[config.mk]
export PLATFORM = sky130hd
export DESIGN_NAME = keypad_scanner
export DESIGN_NICKNAME = d
export VERILOG_FILES = /design/src/rtl/keypad_scanner.sv
export SDC_FILE = /design/constraint.sdc
export NUM_CORES = 1
export LEC_CHECK = 0
export BUFFER_PORTS_ARGS = -buffer_cell sky130_fd_sc_hd__buf_2
export CAP_MARGIN = 20
export CORE_MARGIN = 4
export CORE_UTILIZATION = 45
export DETAILED_ROUTE_END_ITERATION = 8
export GPL_TIMING_DRIVEN = 0
export PLACE_DENSITY = 0.73
export SKIP_CTS_REPAIR_TIMING = 1
export SLEW_MARGIN = 0
export SYNTH_ARGS = -nofsm -noshare
export SYNTH_HDL_FRONTEND = slang
export SYNTH_SLANG_ARGS = --single-unit
[constraint.sdc]
create_clock -name clk_27mhz -period 3.1 [get_ports clk_27mhz]
set_input_delay 0 -clock clk_27mhz [delete_from_list [all_inputs] [get_ports clk_27mhz]]
set_output_delay 0 -clock clk_27mhz [all_outputs]
set_load 0.01 [all_outputs]
[src/rtl/keypad_scanner.sv]
// keypad_scanner: 4x4 keypad column scan, row sync, press/release debounce, one-strobe-per-press key code
module keypad_scanner #(
    parameter int SCAN_CYCLES     = 27000,
    parameter int DEBOUNCE_CYCLES = 270000,
    parameter int STROBE_CYCLES   = 2
) (
    input  logic       clk_27mhz,
    input  logic       reset,
    input  logic [3:0] row_n,
    output logic [3:0] col_n,
    output logic       key_valid,
    output logic [7:0] key_code_raw,
    output logic       key_pressed
);
    localparam int SW = $clog2(SCAN_CYCLES + 1);
    localparam int DW = $clog2(DEBOUNCE_CYCLES + 1);
    localparam int TW = $clog2(STROBE_CYCLES + 1);
    localparam logic [SW-1:0] SCAN_LAST = SW'(SCAN_CYCLES - 1);
    localparam logic [DW-1:0] DEB_LAST  = DW'(DEBOUNCE_CYCLES - 1);
    localparam logic [TW-1:0] STB_LAST  = TW'(STROBE_CYCLES - 1);
    typedef enum logic [1:0] {SCAN, DEBOUNCE, REPORT, WAIT_RELEASE} state_t;
    state_t state, state_nx;
    logic [3:0] sync1, rows_s, row_lat, lat_nx, col_nx, col_rot;
    logic [SW-1:0] scan_cnt, scan_nx;
    logic [DW-1:0] deb_cnt, deb_nx;
    logic [TW-1:0] stb_cnt, stb_nx;
    logic [7:0] code_nx;
    logic one_low;
    assign col_rot     = {col_n[2:0], col_n[3]};
    assign one_low     = $onehot(~rows_s);
    assign key_valid   = state == REPORT;
    assign key_pressed = state == REPORT || state == WAIT_RELEASE;
    always_ff @(posedge clk_27mhz) begin
        if (reset) begin
            sync1        <= 4'hF;
            rows_s       <= 4'hF;
            state        <= SCAN;
            col_n        <= 4'b1110;
            scan_cnt     <= '0;
            deb_cnt      <= '0;
            stb_cnt      <= '0;
            row_lat      <= 4'hF;
            key_code_raw <= 8'hFF;
        end else begin
            sync1        <= row_n;
            rows_s       <= sync1;
            state        <= state_nx;
            col_n        <= col_nx;
            scan_cnt     <= scan_nx;
            deb_cnt      <= deb_nx;
            stb_cnt      <= stb_nx;
            row_lat      <= lat_nx;
            key_code_raw <= code_nx;
        end
    end
    always_comb begin
        state_nx = state;
        col_nx   = col_n;
        scan_nx  = scan_cnt;
        deb_nx   = deb_cnt;
        stb_nx   = stb_cnt;
        lat_nx   = row_lat;
        code_nx  = key_code_raw;
        case (state)
            SCAN: begin
                if (scan_cnt != SCAN_LAST) begin
                    scan_nx = scan_cnt + 1'b1;
                end else if (one_low) begin
                    lat_nx   = rows_s;
                    deb_nx   = '0;
                    state_nx = DEBOUNCE;
                end else begin
                    col_nx  = col_rot;
                    scan_nx = '0;
                end
            end
            DEBOUNCE: begin
                if (rows_s != row_lat) begin
                    state_nx = SCAN;
                    col_nx   = col_rot;
                    scan_nx  = '0;
                end else if (deb_cnt == DEB_LAST) begin
                    state_nx = REPORT;
                    code_nx  = {col_n, row_lat};
                    stb_nx   = '0;
                end else begin
                    deb_nx = deb_cnt + 1'b1;
                end
            end
            REPORT: begin
                if (stb_cnt == STB_LAST) begin
                    state_nx = WAIT_RELEASE;
                    deb_nx   = '0;
                end else begin
                    stb_nx = stb_cnt + 1'b1;
                end
            end
            WAIT_RELEASE: begin
                // any non-idle row sample restarts the release window
                if (rows_s != 4'hF) begin
                    deb_nx = '0;
                end else if (deb_cnt == DEB_LAST) begin
                    state_nx = SCAN;
                    col_nx   = col_rot;
                    scan_nx  = '0;
                end else begin
                    deb_nx = deb_cnt + 1'b1;
                end
            end
            default: state_nx = SCAN;
        endcase
    end
endmodule

Word level (Yosys, flattened, before mapping)
Index checks and enable logic that the tools add are counted.
{ "totals": {"register_bits": 62, "out_inout_bits": 14} }
{ "classes": {"add_sub_neg": 6, "n_eq_ne": 21, "n_mux": 30, "bitwise": 3, "reduce_logical": 11} }
{ "ops": {"columns": ["op", "n"], "rows": [
  ["19-bit 2-to-1 mux", 6],
  ["19-bit one-hot mux with 4 select lines", 1],
  ["15-bit 2-to-1 mux", 5],
  ["15-bit one-hot mux with 3 select lines", 1],
  ["4-bit 2-to-1 mux", 5],
  ["19-bit by 1-bit adder with 19-bit output (second input constant)", 1],
  ["19-bit == test (second input constant)", 1],
  ["2-bit 2-to-1 mux", 9],
  ["2-bit != test (second input constant)", 8],
  ["15-bit by 1-bit adder with 15-bit output (second input constant)", 1],
  ["15-bit != test (second input constant)", 1],
  ["4-bit one-hot mux with 3 select lines", 1],
  ["6-bit AND reduction", 2],
  ["2-bit one-hot mux with 4 select lines", 1],
  ["4-bit AND reduction", 2],
  ["3-bit != test (second input constant)", 2],
  ["3-bit AND reduction", 2],
  ["5-bit AND reduction", 1],
  ["1-bit by 1-bit adder with 2-bit output", 2],
  ["2-bit by 1-bit == test with 1-bit output (second input constant)", 2],
  ["2-bit == test (second input constant)", 2],
  ["2-bit by 1-bit != test with 1-bit output (second input constant)", 2],
  ["4-bit != test", 1],
  ["4-bit != test (second input constant)", 1],
  ["other kinds (10)", 11]
]} }

Logic depth before layout (Yosys ltp)
{ "depth": {"ltp_word": 7, "mapped_depth": 10} }

Least setup slack after synthesis
Ideal clock, no wire load.
{ "synth_path": {"kind": "register to register", "from": "register rows_s[0]", "to": "register deb_cnt[11]", "arrival_time_ns": 2.534, "required_ns": 2.981, "setup_slack_ns": 0.447, "stages_incl_launch_ff": 10, "cell_sequence": "dfxtp_1 > fa_1 > inv_1 > ha_1 > ha_1 > nor3b_1 > and3_1 > a21boi_2 > and2_1 > o221a_2"} }
{ "synth_via": {"elab_chain_cells": 6} }
{ "synth_rtl": {"columns": ["item", "line", "text"], "rows": [
  ["start, declared", "23", "logic [3:0] sync1, rows_s, row_lat, lat_nx, col_nx, col_rot;"],
  ["start signal, assigned", "46", "rows_s <= sync1;"],
  ["4-bit NOT", "30", "assign one_low = $onehot(~rows_s);"],
  ["1-bit by 1-bit adder with 2-bit output (not written as such)", "30", null],
  ["2-bit by 2-bit adder with 3-bit output (not written as such)", "30", null],
  ["3-bit by 1-bit == test with 1-bit output", "30", null],
  ["2-bit != test (no source line)", null, null],
  ["4-bit AND reduction (no source line)", null, null],
  ["end signal, assigned", "50", "deb_cnt <= deb_nx;"],
  ["end, declared", "25", "logic [DW-1:0] deb_cnt, deb_nx;"]
]} }
Several ways; a longest one is shown, not always the timed one.
A chain may end at the register's enable or synchronous reset.

Worst setup path after layout
{ "layout_path": {"from": "register rows_s[0]", "to": "register deb_cnt[12]"} }
The elaborated chain is that of the path after synthesis.

==> results.cfg <==
[status]
result_of_the_run = finished clean

[logic_synthesis]
yosys_register_bits = 62
ys_types = 56
yosys_most_used_dff = sky130_fd_sc_hd__dfxtp_1
seq_area_frac_synth_pct = 36.02
async_flop_share_pct = 0
synthesis.nets = 410
yosysWarningCount = 0
synthesis.area_sq_mm = 0.003446
synth_enable_flop_cells = 0
post_synth_inst_count = 397
post_synth.cell_area_avg_sq_um = 8.680

[global_route]
global_route.usage.total_pct = 18.75
first_global_vias = 2952
grt_start_max_net_pins = 14
grt_antenna_before_repair = 0
grt_overflow_total = 0
global_route_wire_length_before_repair_mm = 13.64

[final_layout]
area_delta_synth_final_pct = 14.27
n_fill_cell = 685
fin_util_pct = 53.71
post_layout_nonfiller_instances = 535
final_nets = 444
fraction_of_final_layout_cells_with_drive_strength_greater_than_1_pct = 16.06
antenna-diode-count = 0

[worst_setup_path]
regToRegEndpoint = deb_cnt[12]
path_class = register to register
cpPeakStageDelay_ns = 0.55
crit_path_end_kind = register
cp_data_required_time_ns = 3.36
sequence_of_cells_on_the_critical_path = fa_1 -> inv_1 -> ha_1 -> ha_1 -> nor3b_2 -> and3_1 -> a21boi_2 -> buf_6 -> a21oi_1 -> mux2i_1
timing.rr.start = rows_s[0]
cell_with_the_most_instances_on_the_worst_path = sky130_fd_sc_hd__ha_1
ff2ff_path_depth = 10
startpoint = rows_s[0]
worstPathArrival_ns = 3.17
timing.reg2reg.setup_slack_ns = 0.19
crit_fanout = 10
crit_path_start_kind = register
critPathCapture = deb_cnt[12]
worst-path-stages = 10
critPathSlowestCell = sky130_fd_sc_hd__fa_1
cp.buffers_inverters = 2
critPathTopFamily = adder cells

[timing]
slew_headroom_pct = 55.92
worst-slew-pin-transition_ns = 0.6612
period_minus_slack_ns = 2.909
finalMaxSlewViolations = 0
worst_clock_skew_ns = 0.01418
worst_hold_slack_ns = 0.1148
grt_setup_unrepaired = false
post_route_setup_tns_ns = 0
fmax_ghz = 0.3438
timing.final.setup_violations = 0
finalHoldViolCount = 0
timing.final.crit_share_pct = 93.83

[clock_network]
worstSkewPairLatency_ns = 0.34
cts_num_sinks = 62
clockBufferDepth = 2
cts_max_level = 3
cts_tree = built
cts-root-buf = sky130_fd_sc_hd__clkbuf_8
cts-buffers-inserted = 9
cts.reportedPaths.clkPinSlew_ns = 0.08

[die]
chipHeight_um = 95.51
placeableCoreArea_sq_mm = 0.007331
die_w_um = 95.51
placementRows = 31
starting_density_of_the_core_pct = 47.00
die-area_sq_mm = 0.009121
i_o_pin_cnt = 20

[route]
drt-pass1-iter-count = 5
final_antenna_net_count = 0
route.final.wire_length_mm = 8.096
detail_route.vias_per_cell = 5.783
detailed_route_via_count = 3094
dr.first_iter.drc_count = 176
total_drc_errors_in_the_routed_layout = 0
drt-wirelength-per-cell_um = 15.13

[flow_run]
maxCapViolations = 0

[placed_design]
place_congestion = 0.8634
io_buffer_count = 19
dp_hpwl_mm = 5.647
placedCellCount = 515

[min_path]
timing.hold.worst.class = input port to register
hold_path.startpoint = reset

[power]
irDropWorstVdd_v = 0.0004065
post-layout-total-power_mw = 1.702
power-per-cell-area_mw_per_mm2 = 432.4
cellLeakagePower_nw = 1.376
-- synthesized netlist by cell type, types with 10 or more instances --
cell	number	area share, %
sky130_fd_sc_hd__a211o_1	12	3.1
sky130_fd_sc_hd__a21oi_1	24	3.5
sky130_fd_sc_hd__clkbuf_1	17	1.9
sky130_fd_sc_hd__dfxtp_1	62	36
sky130_fd_sc_hd__inv_1	10	1.1
sky130_fd_sc_hd__mux2i_1	16	4.6
sky130_fd_sc_hd__nand2_1	33	3.6
sky130_fd_sc_hd__nand2b_1	22	4.0
sky130_fd_sc_hd__nand3_1	19	2.8
sky130_fd_sc_hd__nor2_1	24	2.6
sky130_fd_sc_hd__nor2b_1	12	2.2
sky130_fd_sc_hd__o21ai_0	14	2.0
sky130_fd_sc_hd__or2_2	10	1.8
-- where the power goes --
group | switching, mW | internal [mW] | leakage (nW)
clock network | 0.353 | 0.464 | 0.115
logic | 0.0439 | 0.0308 | 0.759
registers | 0.00734 | 0.804 | 0.502
total | 0.404 | 1.30 | 1.38
-- routing by layer --
| metal | up-vias | part of all wire, % | global-route usage, % |
|---|---|---|---|
| li1 | 1537 | - | - |
| met1 | 1464 | 46 | 24.46 |
| met2 | 79 | 48 | 30.61 |
| met3 | 14 | 3.6 | 3.315 |
| met4 | 0 | 1.6 | 7.583 |
| met5 | - | 0 | 0 |
-- placed cells by master, fill, tap and decap left out, drive strengths merged, types with 14 or more instances in the layout --
cell     n
nand2   33
buf     27
clkbuf  26
nand3   19
o21ai   14
mux2i   16
nand2b  22
nor2    24
dfxtp   62
a21oi   25
-- worst reg2reg max path, delay by kind of cell, from the launching register on --
family,cells,cell delay (ns)
mux,1,0.23
buf+inv,2,0.26
fa+ha+maj,3,1.03
flops,1,0.37
compound gates,2,0.33
simple gates,2,0.60
-- kinds of logic after synthesis --
group / Yosys count / share of synthesized area (%)
and+or+nand+nor: 175 / 29.08
AOI/OAI and AO/OA: 98 / 21.82
DFF: 62 / 36.02
buffers and inverters: 35 / 4.648
muxes: 16 / 4.648
adders and majority gates: 7 / 2.760
xor gates and xnor gates: 4 / 1.017
-- layout make-up --
cell class / instances / area, sq um / share of cell area (%)
buffer: 25 / 122.6 / 3.114
clock buffer: 9 / 123.9 / 3.146
clock inverter: 7 / 103.9 / 2.637
inverter: 10 / 37.54 / 0.9533
multi-input combinational: 300 / 2049 / 52.05
sequential: 62 / 1241 / 31.52
tap: 99 / 123.9 / 3.146
timing repair buffer: 23 / 135.1 / 3.432
-- sequential cells by signal (all words and copies together) (netlist names), named ones only --
name          cells
deb_cnt          19
rows_s            4
state             1
scan_cnt         15
col_n             4
stb_cnt           2
key_code_raw      8
row_lat           4
sync1             4
-- how the worst min path moves through the flow --
stage                       to  cells after the start
floorplan             sync1[0]                      1
global placement      sync1[1]                      2
detailed placement    sync1[0]                      2
CTS                   sync1[0]                      2
global route        deb_cnt[0]                      5
finish                col_n[0]                      5
-- through the flow --
stage | worst slack (ns) | cell area, sq um
CTS | -0.02838 | 3892
detailed placement | 0.009785 | 3665
global placement | 0.1420 | 3665
finish | 0.1913 | 3938
floorplan | 0.4469 | 3446
global route | 0.06884 | 3938
Note: power is estimated with default switching activity, not from simulation.
